$ cat config.mk
export PLATFORM = sky130hd
export DESIGN_NAME = fp_mul
export DESIGN_NICKNAME = d
export VERILOG_FILES = /design/src/rtl/fp_pkg.sv /design/src/rtl/mant_mul_seq.sv /design/src/rtl/fp_mul.sv
export SDC_FILE = /design/constraint.sdc
export NUM_CORES = 1
export LEC_CHECK = 0
export ABC_CLOCK_PERIOD_IN_PS = 5300
export CAP_MARGIN = 15
export CORE_AREA = 2 2 155 157
export CTS_CLUSTER_DIAMETER = 150
export DETAILED_ROUTE_END_ITERATION = 8
export DIE_AREA = 0 0 157 159
export GPL_TIMING_DRIVEN = 0
export PLACE_DENSITY = 0.7
export SYNTH_ARGS = -nofsm -noshare
export SYNTH_HDL_FRONTEND = slang
export SYNTH_SLANG_ARGS = --single-unit
$ cat constraint.sdc
create_clock -name clk -period 5.3 [get_ports clk]
set_input_delay 1.06 -clock clk [delete_from_list [all_inputs] [get_ports clk]]
set_output_delay 1.06 -clock clk [all_outputs]
set_load 0.1 [all_outputs]
$ cat src/rtl/fp_pkg.sv
// Shared constants and types for the binary32 sequential multiplier.
package fp_pkg;

    localparam int BIAS   = 127;
    localparam int SIGN_W = 1;
    localparam int EXP_W  = 8;
    localparam int FRAC_W = 23;
    localparam int MANT_W = FRAC_W + 1;
    localparam int PROD_W = 2 * MANT_W;

    localparam logic [EXP_W-1:0]  EXP_INF   = 8'hFF;
    localparam logic [EXP_W-1:0]  EXP_ZERO  = 8'h00;
    localparam logic [FRAC_W-1:0] FRAC_ZERO = '0;

    typedef enum logic [1:0] {
        IDLE   = 2'd0,
        MULT   = 2'd1,
        NORM   = 2'd2,
        OUTPUT = 2'd3
    } state_t;

endpackage

$ cat src/rtl/mant_mul_seq.sv
// 24x24 -> 48 shift-add mantissa multiplier, one partial product per cycle.
// done is high during the final step; product is complete from the next cycle.
module mant_mul_seq
    import fp_pkg::*;
(
    input  logic              clk,
    input  logic              rst,
    input  logic              start,
    input  logic [MANT_W-1:0] a,
    input  logic [MANT_W-1:0] b,
    output logic              busy,
    output logic              done,
    output logic [PROD_W-1:0] product
);

    logic [MANT_W-1:0] mcand;
    logic [MANT_W-1:0] mplier;
    logic [4:0]        cnt;
    logic [PROD_W-1:0] acc;

    always_ff @(negedge clk) begin
        if (rst) begin
            mcand  <= '0;
            mplier <= '0;
            cnt    <= '0;
            acc    <= '0;
            busy   <= 1'b0;
        end else if (start && !busy) begin
            mcand  <= a;
            mplier <= b;
            cnt    <= '0;
            acc    <= '0;
            busy   <= 1'b1;
        end else if (busy) begin
            if (mplier[cnt])
                acc <= acc + ({{MANT_W{1'b0}}, mcand} << cnt);
            if (cnt == 5'd23)
                busy <= 1'b0;
            else
                cnt <= cnt + 5'd1;
        end
    end

    assign done    = busy && (cnt == 5'd23);
    assign product = acc;

endmodule

$ cat src/rtl/fp_mul.sv
// IEEE 754 binary32 multiplier: unpack, sequential mantissa multiply, normalise, pack.
// Define FP_MUL_ROUND_EN for round-to-nearest-even in NORM; otherwise dropped bits are truncated.
module fp_mul
    import fp_pkg::*;
(
    input  logic        clk,
    input  logic        rst,
    input  logic [31:0] num1,
    input  logic [31:0] num2,
    input  logic        start,
    output logic [31:0] num_out,
    output logic        done
);

    state_t state, next_state;

    logic              mul_start, mul_busy, mul_done, load_out;
    logic [PROD_W-1:0] product;

    logic              sign_r, zero_r;
    logic signed [9:0] exp_r, exp_n, exp_t, exp_f;
    logic [FRAC_W-1:0] frac_n;
    logic [MANT_W-1:0] mant_t, mant_f;
    logic              unused_bits;

    mant_mul_seq u_mant (
        .clk     (clk),
        .rst     (rst),
        .start   (mul_start),
        .a       ({1'b1, num1[FRAC_W-1:0]}),
        .b       ({1'b1, num2[FRAC_W-1:0]}),
        .busy    (mul_busy),
        .done    (mul_done),
        .product (product)
    );

    always_ff @(negedge clk) begin
        if (rst) state <= IDLE;
        else     state <= next_state;
    end

    always_comb begin
        next_state = state;
        case (state)
            IDLE:    if (start)    next_state = MULT;
            MULT:    if (mul_done) next_state = NORM;
            NORM:                  next_state = OUTPUT;
            OUTPUT:                next_state = IDLE;
            default:               next_state = IDLE;
        endcase
    end

    always_comb begin
        mul_start = (state == IDLE) && start;
        load_out  = (state == OUTPUT);
    end

    // Leading one sits at bit 47 or 46 of the 1.x * 1.x product.
    always_comb begin
        if (product[PROD_W-1]) begin
            mant_t = product[47:24];
            exp_t  = exp_r + 10'sd1;
        end else begin
            mant_t = product[46:23];
            exp_t  = exp_r;
        end
    end

`ifdef FP_MUL_ROUND_EN
    logic       guard, sticky, carry;
    logic [MANT_W-1:0] mant_r;
    always_comb begin
        guard  = product[PROD_W-1] ? product[23] : product[22];
        sticky = product[PROD_W-1] ? (|product[22:0]) : (|product[21:0]);
        {carry, mant_r} = {1'b0, mant_t} + {{MANT_W{1'b0}}, guard & (sticky | mant_t[0])};
        mant_f = carry ? {1'b1, mant_r[MANT_W-1:1]} : mant_r;
        exp_f  = carry ? exp_t + 10'sd1 : exp_t;
    end
    assign unused_bits = mant_f[MANT_W-1];
`else
    always_comb begin
        mant_f = mant_t;
        exp_f  = exp_t;
    end
    assign unused_bits = mant_f[MANT_W-1] ^ (^product[22:0]);
`endif

    always_ff @(negedge clk) begin
        if (rst) begin
            sign_r  <= 1'b0;
            zero_r  <= 1'b0;
            exp_r   <= '0;
            exp_n   <= '0;
            frac_n  <= '0;
            num_out <= '0;
            done    <= 1'b0;
        end else begin
            done <= load_out;
            if (mul_start) begin
                sign_r <= num1[31] ^ num2[31];
                exp_r  <= $signed({2'b00, num1[30:23]}) + $signed({2'b00, num2[30:23]}) - 10'sd127;
                zero_r <= (num1[30:23] == EXP_ZERO) || (num2[30:23] == EXP_ZERO);
            end
            if (state == NORM) begin
                exp_n  <= exp_f;
                frac_n <= mant_f[FRAC_W-1:0];
            end
            if (load_out) begin
                if (zero_r)
                    num_out <= {sign_r, EXP_ZERO, FRAC_ZERO};
                else if (exp_n > 10'sd254)
                    num_out <= {sign_r, EXP_INF, FRAC_ZERO};
                else if (exp_n < 10'sd1)
                    num_out <= {sign_r, EXP_ZERO, FRAC_ZERO};
                else
                    num_out <= {sign_r, exp_n[EXP_W-1:0], frac_n};
            end
        end
    end

endmodule

==> metrics.cfg, run 1 <==
[timing]
finalMaxSlewViolations = 0
finalHoldViolations = 0
slew_headroom = 0.364
fin_hold_ws_ps = 451
setup_viol = 0
fin_worst_skew_ps = 24.8
worst_slew_pin_slew_ps = 947

[power_and_ir_drop]
power.leakage_nw = 6.06
peakVddDrop_v = 0.000269
fin_total_pwr_mw = 5.31
powerDensity_mw_per_mm2 = 369

[setup_path]
required_ps = 3050
r2r_cells = 16
r2r-start = u_mant.cnt[1]
endpoint_kind = flop
cp_slowest_stage_delay_ps = 510
critPathSlowestCell = or4_1
path_cells = clkdlybuf4s50_1 -> and2_1 -> nand2_1 -> nand2b_1 -> clkbuf_4 -> or4_1 -> nand3_1
cp.arrival_ps = 2980
cp-startpoint = start
reg2reg_to = u_mant.product[45]
path_class = in -> reg
worst-path-max-fanout = 10
critPathTopFamily = simple AND/OR/NAND/NOR gates
crit_cells = 7
start_kind = primary input
cp_num_buf_inv = 2
r2r_setup_slack_ps = 370
worstSetupEndpoint = u_mant.product[43]

[floorplan]
core_area_mm2 = 0.0232
dieHeight_um = 159
top_level_ports = 100
die_area_mm2 = 0.0250
start_util = 0.495
rows = 56
dieWidth_um = 157

[global_route]
first_global_vias = 11300
track_usage = 0.263
met1_usage = 0.322
met3_usage = 0.0686
grt_overflow = 0
grt_antenna_before_repair = 0
grt_max_degree = 19
grt_pass1_wl_mm = 53.4
grt_use_met2 = 0.425
busiest_layer = met2

[cts]
cts_tree = yes
cts_buffers = 17
cts_num_sinks = 181
path_clk_slew_ps = 30
cts_root_buf = clkbuf_16
ctsHoldBuffers = 0
cts.path.max_buffers = 2
cts_max_level = 4
worstSkewPairLatency_ps = 480

[synthesis]
syn_area_mm2 = 0.0115
synth-edff-count = 0
yosysWarnings = 0
synth_seq_area_share = 0.315
syn_nets = 1610
netlist_instances = 1472
synth_seq_cells = 181
yosysTopAreaCell = dfxtp_1
synthTopCellsByArea = dfxtp_1, nand2_1, a21oi_1, ha_1, mux2i_1
synth_common_cells = nand2_1, dfxtp_1, a21oi_1, nor2_1, clkbuf_1
synth_top_area_frac = 0.315
async_reset_ff_frac = 0
synth_top_flop_cell = dfxtp_1
synth_cell_type_count = 69
synth_most_common_cell = nand2_1
avgSynthCellArea_um2 = 7.80

[routing]
drt_first_pass_iters = 5
drt_iter0_drc = 742
drc = 0
wire_per_inst_um = 15.7
wirelength_mm = 33.1
antenna_left = 0
viasPerCell = 5.47
num_vias = 11500

[placement]
placed_area_mm2 = 0.0130
dp.cells = 1890
place_hpwl_mm = 24.9
portBuffers = 99
finalWeightedCongestion = 0.956

[layout]
num-fill-cells = 2158
multi_input_area_mm2 = 0.00751
register_area_mm2 = 0.00362
fin_util = 0.621
diodes = 0
area_delta_synth_final_pct = 25.3
layout-drive-gt1-share = 0.0917
nNetsFinal = 1913
final_design_area_no_fill_mm2 = 0.0144
fin_cells = 2107

[job]
cap_violations = 0

[status]
outcome = completed

[worst_hold_path]
min_path_cells = 2
hold_path_class = reg -> reg

==> power breakdown <==
part	switching, mW	total [mW]	internal (mW)	leakage [nW]
Sequential	0.168	1.77	1.60	1.47
Clock	1.02	1.89	0.868	1.26
Combinational	1.04	1.66	0.612	3.33
==> final cells by class <==
class / instances / share of cell area
buffer: 99 / 0.0289
clock buffer: 17 / 0.0295
clock inverter: 196 / 0.0605
inverter: 29 / 0.00756
multi-input combinational: 1161 / 0.522
sequential: 181 / 0.252
tap: 319 / 0.0277
timing repair buffer: 105 / 0.0725
==> worst min path at each step <==
stage | start | endpoint | slack (ps)
floorplan | u_mant.mplier[12] | u_mant.mplier[12] | 430
global placement | u_mant.mplier[4] | u_mant.mplier[4] | 440
detailed placement | u_mant.mplier[9] | u_mant.mplier[9] | 450
CTS | u_mant.mplier[9] | u_mant.mplier[9] | 450
global route | u_mant.mplier[19] | u_mant.mplier[19] | 470
finish | u_mant.mplier[9] | u_mant.mplier[9] | 450
==> cell usage in the layout, fill, tap and decap left out, drive strengths merged, types with 14 or more instances in the layout <==
cell and instances:
nor3 14, ha 69, mux2 14, nor2 141
nand4 20, o21ai 63, mux2i 70, nand3 27
a211oi 51, nand2b 17, clkdlybuf4s50 56, a21oi 179
inv 217, a21o 23, clkdlybuf4s15 32, o211ai 14
nand2 242, dfxtp 181, xor2 22, xnor2 31
buf 29, clkbuf 100, nor2b 33
==> sequential cells by signal (all words and copies together), names as in the netlist, 2 cells and up <==
name	cells
exp_r	10
u_mant.mcand	23
num_out	32
u_mant.cnt	5
u_mant.product	48
u_mant.mplier	24
exp_n	10
frac_n	23
state	2
==> cell families after synthesis <==
family	count (synthesis)	synth area share
flops	181	0.315
buf+inv	130	0.0435
fa+ha+maj	71	0.0786
xor+xnor	53	0.0404
mux	96	0.0982
compound gates	396	0.211
simple gates	545	0.213
==> tightest hold or removal path, cell delays in order (launching register included) <==
cell and delay (ps):
dfxtp_1 300, nand2_1 50, a21oi_1 50
==> repair_timing <==
| action | CTS | global route |
|---|---|---|
| setup endpoints to repair | 115 | 85 |
| pin swaps | 18 | 16 |
| cloned | 0 | 0 |
| resized for setup | 136 | 28 |
| setup buffers | 5 | 1 |
==> metal layers <==
layer,vias up,share of wire
met5,-,0
met2,358,0.48
met1,5276,0.44
li1,5830,-
met3,66,0.061
met4,0,0.026
==> per-stage QoR <==
stage | worst slack, ps | TNS (ps)
6_report | 73.9 | 0
3_3_place_gp | -1000 | -70940
5_1_grt | -12.5 | -12.5
2_1_floorplan | -62.8 | -78.1
4_1_cts | 2.43 | 0
3_5_place_dp | -1000 | -73510
Note: power is estimated with default switching activity, not from simulation.
==> inputs of run 2 (changes only) <==
--- a/config.mk
+++ b/config.mk
@@ -8,6 +8,7 @@
 export ABC_CLOCK_PERIOD_IN_PS = 5300
 export CAP_MARGIN = 15
 export CORE_AREA = 2 2 155 157
+export CTS_BUF_LIST = sky130_fd_sc_hd__clkbuf_8
 export CTS_CLUSTER_DIAMETER = 150
 export DETAILED_ROUTE_END_ITERATION = 8
 export DIE_AREA = 0 0 157 159
==> run 2 against run 1 <==
Net effect:
- routed wire length shrank 0.30%
- non-clock buffer count grew 1
- hold slack gained 0.85 ps
- largest power group is now sequential cells
- combinational power is essentially flat
- via count is essentially flat
- highest routed layer unchanged
- utilization shrank 0.81 points
- clock skew grew 8.4 ps
- critical endpoint is now u_mant.product[2]
- critical path type unchanged
- setup slack lost 4.9 ps
- cell count is essentially flat
- global-route usage is essentially flat
- design area shrank 1.3%
==> metrics.cfg, run 2 (synthesis gave the netlist of run 1 again) <==
[timing]
fin_hold_ws_ps = 452  ; +0.854 ps
finalHoldViolations = 0  ; unchanged
finalMaxSlewViolations = 0  ; unchanged
fin_worst_skew_ps = 33.2  ; +8.39 ps
worst_slew_pin_slew_ps = 917  ; -29.8 ps
rsz0062_at_grt = false
finalSetupTns_ps = 0  ; unchanged
slew_headroom = 0.384  ; +0.0200
setup_viol = 0  ; unchanged

[worst_hold_path]
hold_path_class = reg -> reg

[global_route]
first_global_vias = 11200  ; -0.28%
grt_pass1_wl_mm = 53.4  ; -0.12%
grt_max_degree = 19  ; unchanged
track_usage = 0.263  ; about the same
grt_antenna_before_repair = 0  ; unchanged
grt_overflow = 0  ; unchanged

[placement]
place_hpwl_mm = 24.9  ; unchanged
portBuffers = 99  ; unchanged
finalWeightedCongestion = 0.956  ; unchanged

[routing]
wire_per_inst_um = 15.6  ; -0.35%
drt_first_pass_iters = 5  ; unchanged
drc = 0  ; unchanged
drt_iter0_drc = 802  ; +8.1%
viasPerCell = 5.47  ; about the same
num_vias = 11500  ; +0.017%
antenna_left = 0  ; unchanged
wirelength_mm = 33.0  ; -0.30%

[layout]
layout-drive-gt1-share = 0.0906  ; -0.00117
area_delta_synth_final_pct = 23.7
final_common_cell = nand2_1
largest_reg_flops = 48  ; unchanged
nNetsFinal = 1914  ; +0.052%
diodes = 0  ; unchanged
layout_common_cells = nand2_1, inv_1, dfxtp_1

[job]
cap_violations = 0  ; unchanged

[setup_path]
required_ps = 3000  ; -50 ps
start_kind = primary input
cp.arrival_ps = 2930  ; -50 ps
endpoint_kind = flop
path_class = in -> reg
worst-path-max-fanout = 10  ; unchanged
critPathSlowestCell = clkdlybuf4s50_1
path_cells = clkdlybuf4s50_1 -> and2_1 -> nand2_1 -> nand2b_1 -> buf_2 -> clkbuf_4 -> a211oi_1
cp_slowest_stage_delay_ps = 530  ; +20 ps

[floorplan]
start_util = 0.495  ; unchanged
core_area_mm2 = 0.0232  ; unchanged
dieWidth_um = 157  ; unchanged
dieHeight_um = 159  ; unchanged
die_area_mm2 = 0.0250  ; unchanged
top_level_ports = 100  ; unchanged
rows = 56  ; unchanged

[cts]
cts_buffers = 17  ; unchanged
path_clk_slew_ps = 40  ; about the same
cts_root_buf = clkbuf_8
cts_tree = yes
cts_num_sinks = 181  ; unchanged
ctsHoldBuffers = 0  ; unchanged
worstSkewPairLatency_ps = 510  ; +30 ps
cts_max_level = 4  ; unchanged
cts.path.max_buffers = 2  ; unchanged

[power_and_ir_drop]
power.leakage_nw = 5.97  ; -1.5%
fin_total_pwr_mw = 4.99  ; -6.0%
powerDensity_mw_per_mm2 = 351  ; -4.7%
peakVddDrop_v = 0.000193  ; -28%

[status]
outcome = completed

==> run 2: cell types whose count changed in the layout (fill, tap and decap cells not counted), moves of 2 or more <==
cell	before	now
buf_1	9	11
buf_2	12	8
clkbuf_16	17	0
clkbuf_8	0	17
==> run 2: timing repair <==
item | 4_1_cts | 5_1_grt
resized for setup | 126 | 29
pin swaps | 12 | 15
setup endpoints to repair | 96 | 84
setup buffers | 4 | 3
==> run 2: final timing paths <==
| path | depth (start not counted) | startpoint | to | slack (ps) |
|---|---|---|---|---|
| max | 7 | start | u_mant.product[2] | 70 |
| min | 2 | u_mant.mplier[12] | u_mant.mplier[12] | 450 |
| max reg2reg | 17 | u_mant.cnt[1] | u_mant.product[45] | 360 |
| min reg2reg | 2 | u_mant.mplier[12] | u_mant.mplier[12] | 450 |
==> run 2: power by group <==
part | switching (mW) | internal (mW)
clock | 0.990 | 0.587
sequential | 0.168 | 1.59
combinational | 1.04 | 0.611
==> run 2: through the flow <==
stage / util / area [µm²] / setup slack, ps / cells
after detailed placement: 0.559 / 13000 / -1000 / 1890
after global placement: 0.559 / 13000 / -1000 / 1890
after floorplan: - / 11600 / -62.8 / 1472
after global routing: 0.613 / 14200 / 7.75 / 2108
final: 0.613 / 14200 / 69.0 / 2108
after CTS: 0.611 / 14200 / 2.55 / 2106
==> run 2: area by class of cell <==
| class | instances | area (µm²) |
|---|---|---|
| Multi-Input combinational cell | 1161 | 7500 |
| Tap cell | 319 | 399 |
| Buffer | 99 | 413 |
| Sequential cell | 181 | 3620 |
| Clock inverter | 196 | 871 |
| Timing Repair Buffer | 106 | 1060 |
| Clock buffer | 17 | 234 |
| Fill cell | 2182 | 8980 |
| Inverter | 29 | 109 |
==> run 2: metal layers <==
metal  share of wire  global-route usage  wire length (µm)
met3           0.053              0.0738              1750
met5               0                   0                 0
met2            0.47               0.425             15700
met4           0.027               0.121               885
met1            0.45               0.323             14700
==> run 2: worst max-delay path, delay by kind of cell <==
kind	cells	cell delay, ps
AO/OA/AOI/OAI	1	60
buffers and inverters	3	1120
AND/OR/NAND/NOR	3	680
